**src/rtl/bcd_down_timer_pkg.sv**
```systemverilog
// Shared types, constants and helpers for the BCD countdown timer.
package bcd_down_timer_pkg;

    localparam int unsigned DIGIT_W = 4;
    localparam logic [DIGIT_W-1:0] BCD_MAX = 4'd9;

    typedef enum logic [1:0] {
        StIdle,
        StRun,
        StPaused,
        StDone
    } state_e;

    // True when the nibble is a legal decimal digit.
    function automatic logic bcd_valid(input logic [DIGIT_W-1:0] digit);
        return digit <= BCD_MAX;
    endfunction

endpackage

```
**src/rtl/bcd_down_timer_digit.sv**
```systemverilog
// One BCD digit of the down counter; digits chain through borrow_in/borrow_out.
module bcd_down_digit
    import bcd_down_timer_pkg::*;
(
    input  logic               clk,
    input  logic               rst,
    input  logic               load,
    input  logic [DIGIT_W-1:0] load_digit,
    input  logic               borrow_in,
    output logic [DIGIT_W-1:0] digit,
    output logic               borrow_out
);

    logic [DIGIT_W-1:0] digit_q, digit_d;

    // Next digit value: load wins, otherwise decrement with 0 -> 9 wrap.
    always_comb begin
        digit_d = digit_q;
        if (load) begin
            digit_d = load_digit;
        end else if (borrow_in) begin
            digit_d = (digit_q == '0) ? BCD_MAX : digit_q - 1'b1;
        end
    end

    // Digit register, asynchronously cleared.
    always_ff @(posedge clk or negedge rst) begin
        if (!rst) begin
            digit_q <= '0;
        end else begin
            digit_q <= digit_d;
        end
    end

    assign digit      = digit_q;
    assign borrow_out = borrow_in && (digit_q == '0);

endmodule

```
**src/rtl/bcd_down_timer.sv**
```systemverilog
// Presettable BCD countdown timer with run/pause control, done pulse and optional auto-reload.
module bcd_down_timer
    import bcd_down_timer_pkg::*;
#(
    parameter int unsigned DIGITS      = 2,
    parameter bit          AUTO_RELOAD = 1'b0
) (
    input  logic                      clk,
    input  logic                      rst,
    input  logic                      load,
    input  logic [DIGIT_W*DIGITS-1:0] load_val,
    input  logic                      start,
    input  logic                      pause,
    input  logic                      tick,
    output logic [DIGIT_W*DIGITS-1:0] cnt,
    output logic                      busy,
    output logic                      zero,
    output logic                      done,
    output logic                      err
);

    localparam int unsigned CNT_W = DIGIT_W * DIGITS;

    state_e           state_q, state_d;
    logic [CNT_W-1:0] reload_q, reload_d;
    logic [CNT_W-1:0] digit_load_val;
    logic             err_q, err_d;
    logic             done_q, done_d;
    logic             load_ok;
    logic             digit_load;
    logic             dec_en;
    logic [DIGITS-1:0] borrow;
    logic             unused_borrow;

    // A load is accepted only if every nibble is a decimal digit.
    always_comb begin
        load_ok = 1'b1;
        for (int i = 0; i < DIGITS; i++) begin
            if (!bcd_valid(load_val[i*DIGIT_W +: DIGIT_W])) begin
                load_ok = 1'b0;
            end
        end
    end

    // Digits reload from the preset on a load, else from the saved reload value.
    assign digit_load_val = load ? load_val : reload_q;
    assign borrow[0]      = dec_en;

    for (genvar i = 0; i < DIGITS; i++) begin : g_digit
        logic borrow_next;

        bcd_down_digit u_digit (
            .clk       (clk),
            .rst       (rst),
            .load      (digit_load),
            .load_digit(digit_load_val[i*DIGIT_W +: DIGIT_W]),
            .borrow_in (borrow[i]),
            .digit     (cnt[i*DIGIT_W +: DIGIT_W]),
            .borrow_out(borrow_next)
        );

        if (i < DIGITS - 1) begin : g_chain
            assign borrow[i+1] = borrow_next;
        end else begin : g_last
            // Decrement is never enabled at zero, so the final borrow cannot fire.
            assign unused_borrow = borrow_next;
        end
    end

    // Control FSM: inputs resolved in priority order load > start > pause > tick.
    always_comb begin
        state_d    = state_q;
        reload_d   = reload_q;
        err_d      = err_q;
        done_d     = 1'b0;
        digit_load = 1'b0;
        dec_en     = 1'b0;

        if (load) begin
            if (load_ok) begin
                digit_load = 1'b1;
                reload_d   = load_val;
                err_d      = 1'b0;
                state_d    = StIdle;
            end else begin
                err_d = 1'b1;
            end
        end else if (start) begin
            if ((state_q == StIdle && cnt != '0) || state_q == StPaused) begin
                state_d = StRun;
            end
        end else if (pause) begin
            if (state_q == StRun) begin
                state_d = StPaused;
            end
        end else if (tick && state_q == StRun) begin
            if (cnt != '0) begin
                dec_en = 1'b1;
                // BCD 1 is binary 1, so this decrement lands on zero.
                if (cnt == CNT_W'(1)) begin
                    done_d = 1'b1;
                    if (!AUTO_RELOAD) begin
                        state_d = StDone;
                    end
                end
            end else if (AUTO_RELOAD && reload_q != '0) begin
                digit_load = 1'b1;
            end else begin
                state_d = StDone;
            end
        end
    end

    // Control state registers.
    always_ff @(posedge clk or negedge rst) begin
        if (!rst) begin
            state_q  <= StIdle;
            reload_q <= '0;
            err_q    <= 1'b0;
            done_q   <= 1'b0;
        end else begin
            state_q  <= state_d;
            reload_q <= reload_d;
            err_q    <= err_d;
            done_q   <= done_d;
        end
    end

    assign busy = (state_q == StRun) || (state_q == StPaused);
    assign zero = (cnt == '0);
    assign done = done_q;
    assign err  = err_q;

endmodule

```
**config.mk**
```make
export PLATFORM = sky130hd
export DESIGN_NAME = bcd_down_timer
export DESIGN_NICKNAME = d
export VERILOG_FILES = /design/src/rtl/bcd_down_timer_pkg.sv /design/src/rtl/bcd_down_timer_digit.sv /design/src/rtl/bcd_down_timer.sv
export SDC_FILE = /design/constraint.sdc
export NUM_CORES = 1
export LEC_CHECK = 0
export CORE_MARGIN = 5
export CORE_UTILIZATION = 43
export CTS_CLUSTER_SIZE = 10
export DETAILED_ROUTE_END_ITERATION = 8
export GPL_TIMING_DRIVEN = 0
export PLACE_DENSITY = 0.7
export REMOVE_ABC_BUFFERS = 1
export SETUP_SLACK_MARGIN = 0.15
export SYNTH_ARGS = -nofsm -noshare
export SYNTH_HDL_FRONTEND = slang
export SYNTH_HIERARCHICAL = 1
export SYNTH_SLANG_ARGS = --single-unit
```
**constraint.sdc**
```tcl
create_clock -name clk -period 2.55 [get_ports clk]
set_clock_uncertainty 0.15 [all_clocks]
set_input_delay 0.3825 -clock clk [delete_from_list [all_inputs] [get_ports clk]]
set_output_delay 0.3825 -clock clk [all_outputs]
set_load 0.02 [all_outputs]
```
==> results of run 1 <==
cell type report:
class	count	area, sq um	share of cell area, %
Sequential cell	20	504	31.5
Clock inverter	1	30.0	1.88
Timing Repair Buffer	32	304	19.0
Clock buffer	3	22.5	1.41
Tap cell	30	37.5	2.35
Inverter	4	18.8	1.17
Multi-Input combinational cell	83	683	42.7
state kept, by name (all words and copies together), names as in the netlist:
name                   count
err                        1
g_digit.u_digit/digit      8
done                       1
state_q                    2
reload_q                   8
repair_timing:
action                     4_1_cts  5_1_grt
gates resized for setup         16       10
setup endpoints to repair       10        9
hold buffers                     0        0
pin swaps                        0        2
buffers inserted                 2        5
worst max-delay path: stages (launching register included):
cell and delay [ns]:
dfrtp_1 0.49, or4_1 0.60, nor2_4 0.14, clkdlybuf4s15_2 0.27
per-layer routing:
layer | vias to the layer above | track usage, % | part of all wire [%]
li1 | 452 | - | -
met1 | 412 | 19.9 | 48
met2 | 15 | 21.4 | 46
met3 | 4 | 2.48 | 4.4
met4 | 0 | 3.64 | 1.1
met5 | - | 0 | 0
per-stage QoR:
stage | hold WS [ns] | instance area (sq um) | power, uW | TNS, ns
3_3_place_gp | 0.304 | 1450 | 788 | -3.96
3_5_place_dp | 0.313 | 1450 | 796 | -4.81
2_1_floorplan | -0.0631 | 1160 | 648 | -0.0762
5_1_grt | 0.361 | 1600 | 1160 | 0
6_report | 0.336 | 1600 | 1090 | 0
4_1_cts | 0.341 | 1550 | 1070 | 0
worst paths after layout:
path,to,slack (ns)
max,zero,0.21
min,reload_q[4]$_DFFE_PN0P_,0.34
max reg2reg,g_digit[1].u_digit/digit[2]$_DFFE_PN0P_,0.29
min reg2reg,reload_q[4]$_DFFE_PN0P_,0.34
max in group asynchronous,g_digit[0].u_digit/digit[1]$_DFFE_PN0P_,1.23
min in group asynchronous,err$_DFFE_PN0P_,0.42
cell usage in the layout (no fill, tap or decap), types with 3 or more instances in the layout:
master	instances
a21oi_1	6
buf_4	7
clkbuf_4	3
clkdlybuf4s50_1	21
dfrtp_1	17
dfrtp_2	3
mux2_2	13
nand2_1	13
nor2_1	3
nor2b_1	3
o21ai_0	10
o21ai_1	3
xnor2_1	4
power by group through the flow:
stage	clock, uW	combinational [uW]	sequential (uW)
2_1_floorplan	0	154	494
3_3_place_gp	0	325	463
3_5_place_dp	0	326	470
4_1_cts	265	332	470
5_1_grt	279	408	470
6_report	260	374	458
==> impl_metrics.yaml, run 1 <==
run_status:
  status: "complete, no violations"
sta:
  max_fclk_mhz: 427
  grt_setup_unrepaired: "true"
  setup-violations-final: 0
  max_slew_margin_pct: 40.6
  worst-slew-pin-transition_ns: 0.888
  final_critical_path_setup_slack_ns: 0.206
  report.final.hold_viol_count: 0
  timing.final.crit_share_pct: 91.9
  timing_max_transition_violations_final: 0
  final.min_clock_period_ns: 2.34
die:
  die_width_um: 62.1
  floorplan.io_pins: 26
  floorplan.die.height_um: 62.1
  die_area_sq_mm: 0.00385
  initial_utilization_pct: 45.8
  core_area_sq_mm: 0.00254
  fp-row-count: 18
route:
  finalWirelength_um: 2430
  drtAntennaViolNets: 0
  route.detailed.vias_per_inst: 5.10
  drt-initial-drc-count: 23
  drt-wirelength-per-cell_um: 14.0
  remaining_drc_errors: 0
  via_count: 883
  detailedRoute.firstPassIterationCount: 4
cts:
  cts_htree_levels: 1
  cts-root-buf: "clkbuf_4"
  clockBufferDepth: 2
  cts_made_buffers: 3
  clk_latency_ns: 0.30
  cts_tree: "done"
  cts.reportedPaths.clkPinSlew_ns: 0.11
  clock_sink_count: 20
worst_setup_path:
  worst-setup-path-type: "reg -> out"
  arrival_ns: 1.81
  crit-reg2reg-launch: "state_q[1]$_DFFE_PN0P_"
  setup.worst_path.end_class: "primary output"
  cp_startpoint_kind: "flip-flop"
  cp_data_required_time_ns: 2.02
  crit_path_max_fanout: 7
  critPathLaunch: "g_digit[0].u_digit/digit[0]$_DFFE_PN0P_"
  ff2ff_path_depth: 9
synthesis:
  syn_area_per_cell_sq_um: 10.7
  synth.cell_area_sq_mm: 0.00117
  syn-instance-count: 109
  synth-warning-count: 6
global_route:
  via_count_of_the_first_global_routing_pass: 855
  grt_start_max_net_pins: 21
  global_route.overflow_total: 0
  grt_util_all_layers_pct: 13.8
  grt_pass1_wl_um: 3970
  antenna_found_initial: 0
pwr:
  combPwrFrac_pct: 34.2
  power_density_mw_per_mm2: 682
  sw_power_uw: 354
  leakage_uw: 0.000639
  internal-power_uw: 738
  power.switching_fraction_pct: 32.4
  power_frac_seq_pct: 41.9
  power_frac_clock_pct: 23.8
  max-vdd-ir-drop_mv: 0.543
layout:
  post_layout_nonfiller_instances: 173
  final.fill_count: 217
  nets: 161
  post_route_cells_drive_above_1_share_pct: 31.5
  n_antenna_cell: 0
  fin_util_pct: 62.9
  syn_to_final_growth_pct: 37.2
placed_design:
  dp.final_hpwl_um: 1670
  detailedPlace.worstSlack_ns: -0.924
  place_congestion: 0.769
  port-buffer-count: 25
  place_inst: 162
job:
  maxCapViolations: 0
min_path:
  worst_hold_startpoint: "reload_q[4]$_DFFE_PN0P_"
  worstHoldPathCells: 2
  min_path_type: "reg -> reg"
No activity file was read; power rests on OpenSTA's default activity.
==> inputs of run 2 (changes only) <==
Settings changed: CORE_ASPECT_RATIO from default to 0.6.
==> impl_metrics.yaml, run 2 (synthesized netlist as in run 1, its figures left out) <==
worst_setup_path:
  worst-setup-path-type: "reg -> out"
  crit-reg2reg-launch: "g_digit[1].u_digit/digit[3]$_DFFE_PN0P_"
  timing.critical_path.slowest_cell_delay_ns: 0.60
  reg2reg_slack_ns: 0.30
  setup.worst_path.end_class: "primary output"
  cp_startpoint_kind: "flip-flop"
  cp_data_required_time_ns: 2.02
  cp_slowest_cell: "or4_4"
  critical_path.n_buffers_inverters: 1
  critical_path.cell_chain: "or4_4 -> nor2_4 -> clkdlybuf4s15_2"
  critical_path.reg2reg.endpoint: "g_digit[1].u_digit/digit[0]$_DFFE_PN0P_"
  crit_family: "simple AND/OR/NAND/NOR gates"
  crit_path_max_fanout: 5
  arrival_ns: 1.73
  ff2ff_path_depth: 9
layout:
  multi_input_comb_area_sq_um: 689
  area.sequential_sq_um: 507
  fin_util_pct: 62.4
  syn_to_final_growth_pct: 36.8
  final_common_cell: "clkdlybuf4s50_1"
  nets: 159
  post_route_cells_drive_above_1_share_pct: 32.6
  layout_top_registers: "g_digit.u_digit/digit x8, reload_q x8, state_q x2"
  n_antenna_cell: 0
  most-common-layout-cells: "clkdlybuf4s50_1 (21), dfrtp_1 (15), mux2_2 (13), nand2_1 (13), o21ai_0 (11)"
  final.fill_count: 217
sta:
  finalSetupTns_ns: 0
  worst-slew-pin-transition_ns: 0.919
  final.hold.worst_slack_ns: 0.329
  max_slew_margin_pct: 38.5
  timing.final.crit_share_pct: 88.8
  final.min_clock_period_ns: 2.26
  max_fclk_mhz: 442
  grt_setup_unrepaired: "true"
  setup-violations-final: 0
  report.final.hold_viol_count: 0
  timing_max_transition_violations_final: 0
cts:
  cts_htree_levels: 1
  clk_latency_ns: 0.26
  cts-root-buf: "clkbuf_8"
  clock_sink_count: 20
  clockBufferDepth: 2
  cts_hold_repair.buffers: 0
  cts.reportedPaths.clkPinSlew_ns: 0.08
  cts_made_buffers: 3
  cts_tree: "done"
route:
  drt-initial-drc-count: 54
  remaining_drc_errors: 0
  drt-wirelength-per-cell_um: 14.6
  drtAntennaViolNets: 0
  finalWirelength_um: 2530
  detailedRoute.firstPassIterationCount: 4
  route.detailed.vias_per_inst: 5.09
  via_count: 880
placed_design:
  place_congestion: 0.708
  dp.final_hpwl_um: 1780
  port-buffer-count: 25
die:
  initial_utilization_pct: 45.6
  die_area_sq_mm: 0.00389
  floorplan.io_pins: 26
  core_area_sq_mm: 0.00256
  fp-row-count: 14
  floorplan.die.height_um: 50.3
  die_width_um: 77.2
min_path:
  worstHoldPathCells: 2
  worst_hold_startpoint: "reload_q[0]$_DFFE_PN0P_"
  min_path_type: "reg -> reg"
  hold_path_end: "reload_q[0]$_DFFE_PN0P_"
pwr:
  power_uw: 1070
  power_density_mw_per_mm2: 668
  max-vdd-ir-drop_mv: 0.424
  leakage_uw: 0.000620
global_route:
  grt_pass1_wl_um: 4260
  global_route.overflow_total: 0
  antenna_found_initial: 0
  grt_start_max_net_pins: 21
  via_count_of_the_first_global_routing_pass: 854
  grt_util_all_layers_pct: 13.8
run_status:
  status: "complete, no violations"
job:
  maxCapViolations: 0
-- run 2: cell count changes in the layout (fill, tap and decap cells not counted), moves of 2 or more --
cell      before  now
dfrtp_2        3    5
buf_4          7    4
clkbuf_8       0    4
dfrtp_1       17   15
clkbuf_4       3    0
-- run 2: through the flow --
step	instances	setup slack [ns]	area [sq um]
after floorplan	107	-0.0623	1160
after global placement	164	-0.823	1450
after detailed placement	164	-0.886	1450
after global routing	173	0.141	1600
final	173	0.286	1600
after CTS	171	0.162	1560
-- run 2: worst max path at each step --
stage	start	endpoint	slack [ns]	depth (start not counted)
floorplan	g_digit[1].u_digit/digit[1]$_DFFE_PN0P_	g_digit[1].u_digit/digit[2]$_DFFE_PN0P_	-0.06	8
global placement	load	g_digit[1].u_digit/digit[2]$_DFFE_PN0P_	-0.82	9
detailed placement	load	g_digit[1].u_digit/digit[2]$_DFFE_PN0P_	-0.89	9
CTS	load_val[5]	g_digit[0].u_digit/digit[1]$_DFFE_PN0P_	0.16	6
global route	state_q[1]$_DFFE_PN0P_	g_digit[1].u_digit/digit[2]$_DFFE_PN0P_	0.14	9
finish	g_digit[1].u_digit/digit[3]$_DFFE_PN0P_	zero	0.29	3
-- run 2: area by class of cell --
cell class / count / share of cell area [%]
Sequential cell: 20 / 31.8
Multi-Input combinational cell: 83 / 43.2
Clock buffer: 4 / 3.45
Timing Repair Buffer: 29 / 17.4
Timing Repair inverter: 1 / 0.471
Tap cell: 32 / 2.51
Inverter: 4 / 1.18
-- run 2: layer usage --
layer  vias to the layer above  part of all wire (%)  global-route usage [%]
met1                       408                    53                    20.6
met5                         -                     0                       0
met3                         2                   6.4                    5.89
li1                        449                     -                       -
met4                         0                  0.47                    1.71
met2                        21                    40                    18.6
-- run 2: what timing repair did --
action / CTS / global route
pin swaps: 0 / 2
gates cloned: 0 / 1
gates resized for setup: 14 / 15
endpoints found under the setup margin: 9 / 11
buffers inserted: 3 / 1
-- run 2: power by group --
group | leakage (uW) | internal [uW] | total (uW) | switching, uW
sequential | 0.000237 | 383 | 473 | 90.4
clock | 0.0000288 | 138 | 245 | 107
combinational | 0.000354 | 183 | 348 | 165
total | 0.000620 | 703 | 1070 | 363
-- run 2: worst register-to-register path, cell delays in order, from the launching register on --
cell     delay, ns
dfrtp_1       0.44
or4_4         0.60
nor2_4        0.16
nor2b_4       0.06
nor4b_4       0.13
nor2b_4       0.14
buf_4         0.13
buf_4         0.12
xnor2_1       0.11
o21ai_0       0.13
